===== src/rtl/mux4_rr_stream.sv =====
// 4-to-1 valid/ready stream mux with round-robin arbitration and one registered output stage.
// Define MUX_FIXED_PRIO_EN to use fixed priority (lane 0 highest) instead of round-robin.
module mux4_rr_stream #(
    parameter int W = 8
) (
    input  logic           clk,
    input  logic           rst_n,
    input  logic [3:0]     in_valid,
    input  logic [4*W-1:0] in_data,
    output logic [3:0]     in_ready,
    output logic           out_valid,
    output logic [W-1:0]   out_data,
    output logic [1:0]     out_sel,
    input  logic           out_ready
);

    logic         out_valid_q, out_valid_d;
    logic [W-1:0] out_data_q,  out_data_d;
    logic [1:0]   out_sel_q,   out_sel_d;
    logic         load_en;
    logic         gnt_found;
    logic [1:0]   gnt_idx;
`ifndef MUX_FIXED_PRIO_EN
    logic [1:0]   last_q, last_d;
    logic [1:0]   cand;
`endif

    assign load_en = !out_valid_q || out_ready;

    // Scan in reverse search order so the first candidate in line overwrites the rest.
    always_comb begin
        gnt_found = 1'b0;
        gnt_idx   = 2'd0;
`ifdef MUX_FIXED_PRIO_EN
        for (int k = 3; k >= 0; k--) begin
            if (in_valid[k]) begin
                gnt_found = 1'b1;
                gnt_idx   = 2'(k);
            end
        end
`else
        cand = 2'd0;
        for (int k = 4; k >= 1; k--) begin
            cand = last_q + 2'(k);
            if (in_valid[cand]) begin
                gnt_found = 1'b1;
                gnt_idx   = cand;
            end
        end
`endif
    end

    assign in_ready = (rst_n && load_en && gnt_found) ? (4'b0001 << gnt_idx) : 4'b0000;

    always_comb begin
        out_valid_d = out_valid_q;
        out_data_d  = out_data_q;
        out_sel_d   = out_sel_q;
`ifndef MUX_FIXED_PRIO_EN
        last_d      = last_q;
`endif
        if (load_en) begin
            if (gnt_found) begin
                out_valid_d = 1'b1;
                out_data_d  = in_data[gnt_idx*W +: W];
                out_sel_d   = gnt_idx;
`ifndef MUX_FIXED_PRIO_EN
                last_d      = gnt_idx;
`endif
            end else begin
                out_valid_d = 1'b0;
            end
        end
    end

    // Output stage: pointer resets to 3 so lane 0 is first in line.
    always_ff @(posedge clk or negedge rst_n) begin
        if (!rst_n) begin
            out_valid_q <= 1'b0;
            out_data_q  <= '0;
            out_sel_q   <= 2'd0;
`ifndef MUX_FIXED_PRIO_EN
            last_q      <= 2'd3;
`endif
        end else begin
            out_valid_q <= out_valid_d;
            out_data_q  <= out_data_d;
            out_sel_q   <= out_sel_d;
`ifndef MUX_FIXED_PRIO_EN
            last_q      <= last_d;
`endif
        end
    end

    assign out_valid = out_valid_q;
    assign out_data  = out_data_q;
    assign out_sel   = out_sel_q;

endmodule


===== config.mk =====
export PLATFORM = sky130hd
export DESIGN_NAME = mux4_rr_stream
export DESIGN_NICKNAME = d
export VERILOG_FILES = /design/src/rtl/mux4_rr_stream.sv
export SDC_FILE = /design/constraint.sdc
export NUM_CORES = 1
export LEC_CHECK = 0
export BUFFER_PORTS_ARGS = -buffer_cell sky130_fd_sc_hd__buf_4
export CAP_MARGIN = 20
export CORE_AREA = 2 2 49 51
export CTS_CLUSTER_SIZE = 14
export DETAILED_ROUTE_END_ITERATION = 8
export DIE_AREA = 0 0 51 53
export PLACE_DENSITY = 0.82
export SYNTH_ARGS = -nofsm -noshare
export SYNTH_HDL_FRONTEND = slang
export SYNTH_SLANG_ARGS = --single-unit

===== constraint.sdc =====
create_clock -name clk -period 4.7 [get_ports clk]
set_input_delay 0.235 -clock clk [delete_from_list [all_inputs] [get_ports clk]]
set_output_delay 0.235 -clock clk [all_outputs]
set_load 0.01 [all_outputs]

==> flow_summary.html <==
<table>
<tr><th>Metric</th><th>Value</th></tr>
<tr><th colspan="2">CTS</th></tr>
<tr><td>CTS sink cnt</td><td>13</td></tr>
<tr><td>CTS resizes</td><td>0</td></tr>
<tr><td>TritonCTS clock tree</td><td>built</td></tr>
<tr><td>CTS clock-pin slew for the worst setup and hold paths</td><td>0.08 ns</td></tr>
<tr><td>Buffer levels on the longest clock path</td><td>2</td></tr>
<tr><td>Count of buffers added by post-CTS timing repair for setup</td><td>0</td></tr>
<tr><td>Cts bufs inserted</td><td>3</td></tr>
<tr><td>H-tree levels</td><td>1</td></tr>
<tr><td>Insertion delay to the later sink of the worst-skew pair</td><td>around 0.28 ns</td></tr>
<tr><td>Post-CTS Hold Fix Bufs</td><td>1</td></tr>
<tr><td>Cell at the root of the clock tree</td><td>sky130_fd_sc_hd__clkbuf_4</td></tr>
<tr><th colspan="2">Die</th></tr>
<tr><td>Height of the chip</td><td>about 53 um</td></tr>
<tr><td>Number of top-level design ports</td><td>54</td></tr>
<tr><td>Row Count</td><td>17</td></tr>
<tr><td>Initial core utilization</td><td>43.7%</td></tr>
<tr><td>Core Region</td><td>approximately 2100 um^2</td></tr>
<tr><td>Floorplan die width</td><td>just over 50 um</td></tr>
<tr><td>Die area</td><td>roughly 2700 um^2</td></tr>
<tr><th colspan="2">Drt</th></tr>
<tr><td>Routed wire per std cell</td><td>13.7 um</td></tr>
<tr><td>Post-DRT Antenna Nets</td><td>0</td></tr>
<tr><td>Total vias in the final route</td><td>just under 1k</td></tr>
<tr><td>Drt via density</td><td>5.41</td></tr>
<tr><td>Final wirelength</td><td>about 2500 um</td></tr>
<tr><td>DRC violation total after the first TritonRoute iteration</td><td>19</td></tr>
<tr><td>Length of the first detailed-routing pass in iterations</td><td>4</td></tr>
<tr><td>DR DRC count</td><td>0</td></tr>
<tr><th colspan="2">Place</th></tr>
<tr><td>Hpwl dp</td><td>about 2000 um</td></tr>
<tr><td>Routability congestion estimate from global placement</td><td>roughly 0.74</td></tr>
<tr><td>Count of buffers from port buffering</td><td>53</td></tr>
<tr><th colspan="2">Worst setup path</th></tr>
<tr><td>Kind of start point of the critical path</td><td>flip-flop</td></tr>
<tr><td>Launching instance or port of the critical path</td><td>last_q[0]</td></tr>
<tr><td>Path type of the worst setup path</td><td>reg -&gt; out</td></tr>
<tr><td>Worst Path Arrival</td><td>2.58 ns</td></tr>
<tr><td>Reg2Reg Setup Slack</td><td>about 2.4 ns</td></tr>
<tr><td>Number of cells traversed by the worst register-to-register path</td><td>5</td></tr>
<tr><td>Worst R2R End</td><td>out_data[2]</td></tr>
<tr><td>Critical-path maximum fanout</td><td>12</td></tr>
<tr><td>Required time worst endpoint</td><td>about 4.5 ns</td></tr>
<tr><td>RR Startpoint</td><td>last_q[0]</td></tr>
<tr><td>Endpoint class of the critical path</td><td>output port</td></tr>
<tr><th colspan="2">Power</th></tr>
<tr><td>P_leak</td><td>0.647 nW</td></tr>
<tr><td>IR Drop Worst-Case VDD</td><td>around 0.17 mV</td></tr>
<tr><td>Pwr per Cell Area</td><td>323 nW/um^2</td></tr>
<tr><td>Power, Total</td><td>0.438 mW</td></tr>
<tr><th colspan="2">Yosys</th></tr>
<tr><td>Share of synthesized flip-flops with an asynchronous set or reset</td><td>between 90% and 100%</td></tr>
<tr><td>Top cells by instance count after synthesis</td><td>sky130_fd_sc_hd__nand2_1 (17), sky130_fd_sc_hd__dfrtp_1 (11)</td></tr>
<tr><td>Cell with the most instances after synthesis</td><td>sky130_fd_sc_hd__nand2_1</td></tr>
<tr><td>Count of yosys warnings during synthesis</td><td>0</td></tr>
<tr><td>Sequential area share after synthesis</td><td>about a third</td></tr>
<tr><td>Net count after synthesis</td><td>between 100 and 150</td></tr>
<tr><td>Main combinational cell family by area after synthesis</td><td>compound AO/OA/AOI/OAI gates</td></tr>
<tr><td>Adder-cell share of the synthesized area</td><td>0%</td></tr>
<tr><td>Synthesized area divided by synthesized cell count</td><td>8.86 um^2</td></tr>
<tr><td>Dominant synthesized flop cell</td><td>sky130_fd_sc_hd__dfrtp_1</td></tr>
<tr><td>Flops &amp; latches, synth</td><td>13</td></tr>
<tr><td>Area share of xor/xnor cells in the synthesized design</td><td>0%</td></tr>
<tr><td>Complex-gate fraction of the synthesized area</td><td>approximately 28%</td></tr>
<tr><td>Post-synthesis cell type count</td><td>28</td></tr>
<tr><td>Number of synthesized flops with an enable pin</td><td>0</td></tr>
<tr><td>Simple-gate share of the synthesized area</td><td>a little under a quarter</td></tr>
<tr><td>Leading cell types by total area after synthesis</td><td>sky130_fd_sc_hd__dfrtp_1 (29%), sky130_fd_sc_hd__mux2i_1 (8.5%), sky130_fd_sc_hd__a211o_1 (7.5%)</td></tr>
<tr><td>Summed instance area of the synthesized netlist</td><td>940 um^2</td></tr>
<tr><td>Multiplexer fraction of the synthesized cell area</td><td>8.52%</td></tr>
<tr><td>Area fraction of the dominant cell type after synthesis</td><td>between 20% and 30%</td></tr>
<tr><td>Synth Instances</td><td>between 100 and 150</td></tr>
<tr><td>Cell accounting for the most synthesized area</td><td>sky130_fd_sc_hd__dfrtp_1</td></tr>
<tr><th colspan="2">GRT</th></tr>
<tr><td>Total Routing Usage GR</td><td>between 20% and 30%</td></tr>
<tr><td>Overall overflow remaining after global route</td><td>0</td></tr>
<tr><td>Antenna violations before repair</td><td>0</td></tr>
<tr><td>Vias in the first global route</td><td>a little over 900</td></tr>
<tr><td>Maximum number of pins on one net before global-route repair</td><td>19</td></tr>
<tr><td>First-pass GRT wire length</td><td>just over 4000 um</td></tr>
<tr><th colspan="2">Timing</th></tr>
<tr><td>Hold Vio Cnt, Final</td><td>0</td></tr>
<tr><td>Maximum clock skew at final layout</td><td>around 0.0022 ns</td></tr>
<tr><td>Final sum of negative setup slack</td><td>0 ns</td></tr>
<tr><td>Fraction of the cycle the final worst path needs</td><td>between 50% and 60%</td></tr>
<tr><td>Minimum clock period after layout</td><td>~2.8 ns</td></tr>
<tr><td>Worst rel slew slack</td><td>42.7%</td></tr>
<tr><td>Setup violators final</td><td>0</td></tr>
<tr><td>Max-slew violation count</td><td>0</td></tr>
<tr><td>Setup repair after global routing missed its margin</td><td>no</td></tr>
<tr><td>Slew of the pin with the lowest slew margin</td><td>~0.86 ns</td></tr>
<tr><td>Achievable clock frequency</td><td>approximately 360 MHz</td></tr>
<tr><th colspan="2">Finish</th></tr>
<tr><td>Layout cell share with drive strength beyond 1</td><td>39.1%</td></tr>
<tr><td>Antenna diode instance count</td><td>0</td></tr>
<tr><td>Area Growth Syn to Fin</td><td>44.5%</td></tr>
<tr><td>Net count of the finished layout</td><td>~200</td></tr>
<tr><td>Fill cell count</td><td>slightly below 200</td></tr>
<tr><th colspan="2">Job</th></tr>
<tr><td>Number of max-capacitance violations reported</td><td>0</td></tr>
<tr><th colspan="2">Min path</th></tr>
<tr><td>Path class of the lowest-slack min-delay path</td><td>in -&gt; reg</td></tr>
<tr><td>Number of stages on the worst hold path</td><td>3</td></tr>
<tr><td>Hold Crit Start</td><td>in_valid[0]</td></tr>
<tr><td>Hold-critical path endpoint</td><td>out_valid</td></tr>
<tr><th colspan="2">Run status</th></tr>
<tr><td>Outcome</td><td>finished clean</td></tr>
</table>
per-layer routing:
| layer | vias up | global-route usage (%) | wire length (um) |
|---|---|---|---|
| met1 | 448 | 27.7 | 1110 |
| met3 | 4 | 2.82 | 192 |
| li1 | 504 | - | - |
| met2 | 39 | 30.5 | 1160 |
| met5 | - | 0 | 0 |
| met4 | 0 | 10.8 | 46 |
logic make-up after synthesis:
group	count (synthesis)
and+or+nand+nor	40
AOI/OAI and AO/OA	36
DFF	13
buffers and inverters	9
muxes	8
registers in the layout, summed over array words and instances, names as in the netlist:
name / count
out_valid: 1
out_data: 8
last_q: 2
out_sel: 2
layout by cell type (no fill, tap or decap):
master,n
sky130_fd_sc_hd__nor3b_1,2
sky130_fd_sc_hd__nor3_1,1
sky130_fd_sc_hd__nor3_4,1
sky130_fd_sc_hd__o31ai_1,8
sky130_fd_sc_hd__dfrtp_1,11
sky130_fd_sc_hd__mux2i_1,8
sky130_fd_sc_hd__inv_1,1
sky130_fd_sc_hd__o211ai_1,8
sky130_fd_sc_hd__o21ai_1,1
sky130_fd_sc_hd__a211o_1,8
sky130_fd_sc_hd__a21oi_2,1
sky130_fd_sc_hd__nor2_1,6
sky130_fd_sc_hd__a21o_1,2
sky130_fd_sc_hd__o21ai_0,1
sky130_fd_sc_hd__o22ai_1,1
sky130_fd_sc_hd__dlygate4sd3_1,1
sky130_fd_sc_hd__nand2_1,17
sky130_fd_sc_hd__clkbuf_1,1
sky130_fd_sc_hd__nand2b_1,2
sky130_fd_sc_hd__a21oi_1,4
sky130_fd_sc_hd__buf_4,53
sky130_fd_sc_hd__nor4_1,1
sky130_fd_sc_hd__o21a_1,2
sky130_fd_sc_hd__nor2b_1,1
sky130_fd_sc_hd__clkbuf_4,3
sky130_fd_sc_hd__dfstp_2,2
sky130_fd_sc_hd__nor2b_4,1
sky130_fd_sc_hd__nand4_1,8
metrics by stage:
step | instance area (um^2) | hold WS [ns] | cells | util (%) | setup WS, ns
5_1_grt | 1360 | 0.252 | 184 | 63.2 | 1.64
3_3_place_gp | 1320 | 0.0906 | 179 | 61.5 | 2.34
2_1_floorplan | 940 | -0.0606 | 106 | - | 2.77
4_1_cts | 1360 | 0.224 | 184 | 63.2 | 1.94
3_5_place_dp | 1320 | 0.0937 | 179 | 61.5 | 2.24
6_report | 1360 | 0.227 | 184 | 63.2 | 1.89
where the power goes:
part / internal (mW) / switching (mW)
combinational: 0.102 / 0.102
sequential: 0.143 / 0.0198
clock: 0.0330 / 0.0379
total: 0.279 / 0.159
worst max-delay path, stage by stage, from the launching register on:
cell	delay, ns
sky130_fd_sc_hd__dfstp_2	0.56
sky130_fd_sc_hd__nand2b_1	0.17
sky130_fd_sc_hd__o22ai_1	0.10
sky130_fd_sc_hd__a21oi_1	0.67
sky130_fd_sc_hd__nand2_1	0.45
sky130_fd_sc_hd__nor2_1	0.20
sky130_fd_sc_hd__buf_4	0.14
layout make-up:
type                    instances  area (um^2)  share of cell area, %
well taps                      28         35.0                   2.58
multi-input cells              84          557                   41.0
inverters                       1         3.75                  0.276
clock buffers                   4         26.3                   1.94
flip-flops and latches         13          328                   24.1
repair buffers                 54          408                   30.0
how the worst max path moves through the flow:
stage | end | slack (ns)
after floorplan | in_ready[0] | 2.77
after global placement | in_ready[2] | 2.34
after detailed placement | in_ready[2] | 2.24
after CTS | in_ready[2] | 1.94
after global routing | in_ready[2] | 1.64
final | in_ready[2] | 1.89
Power figures use the tool's default switching activity.
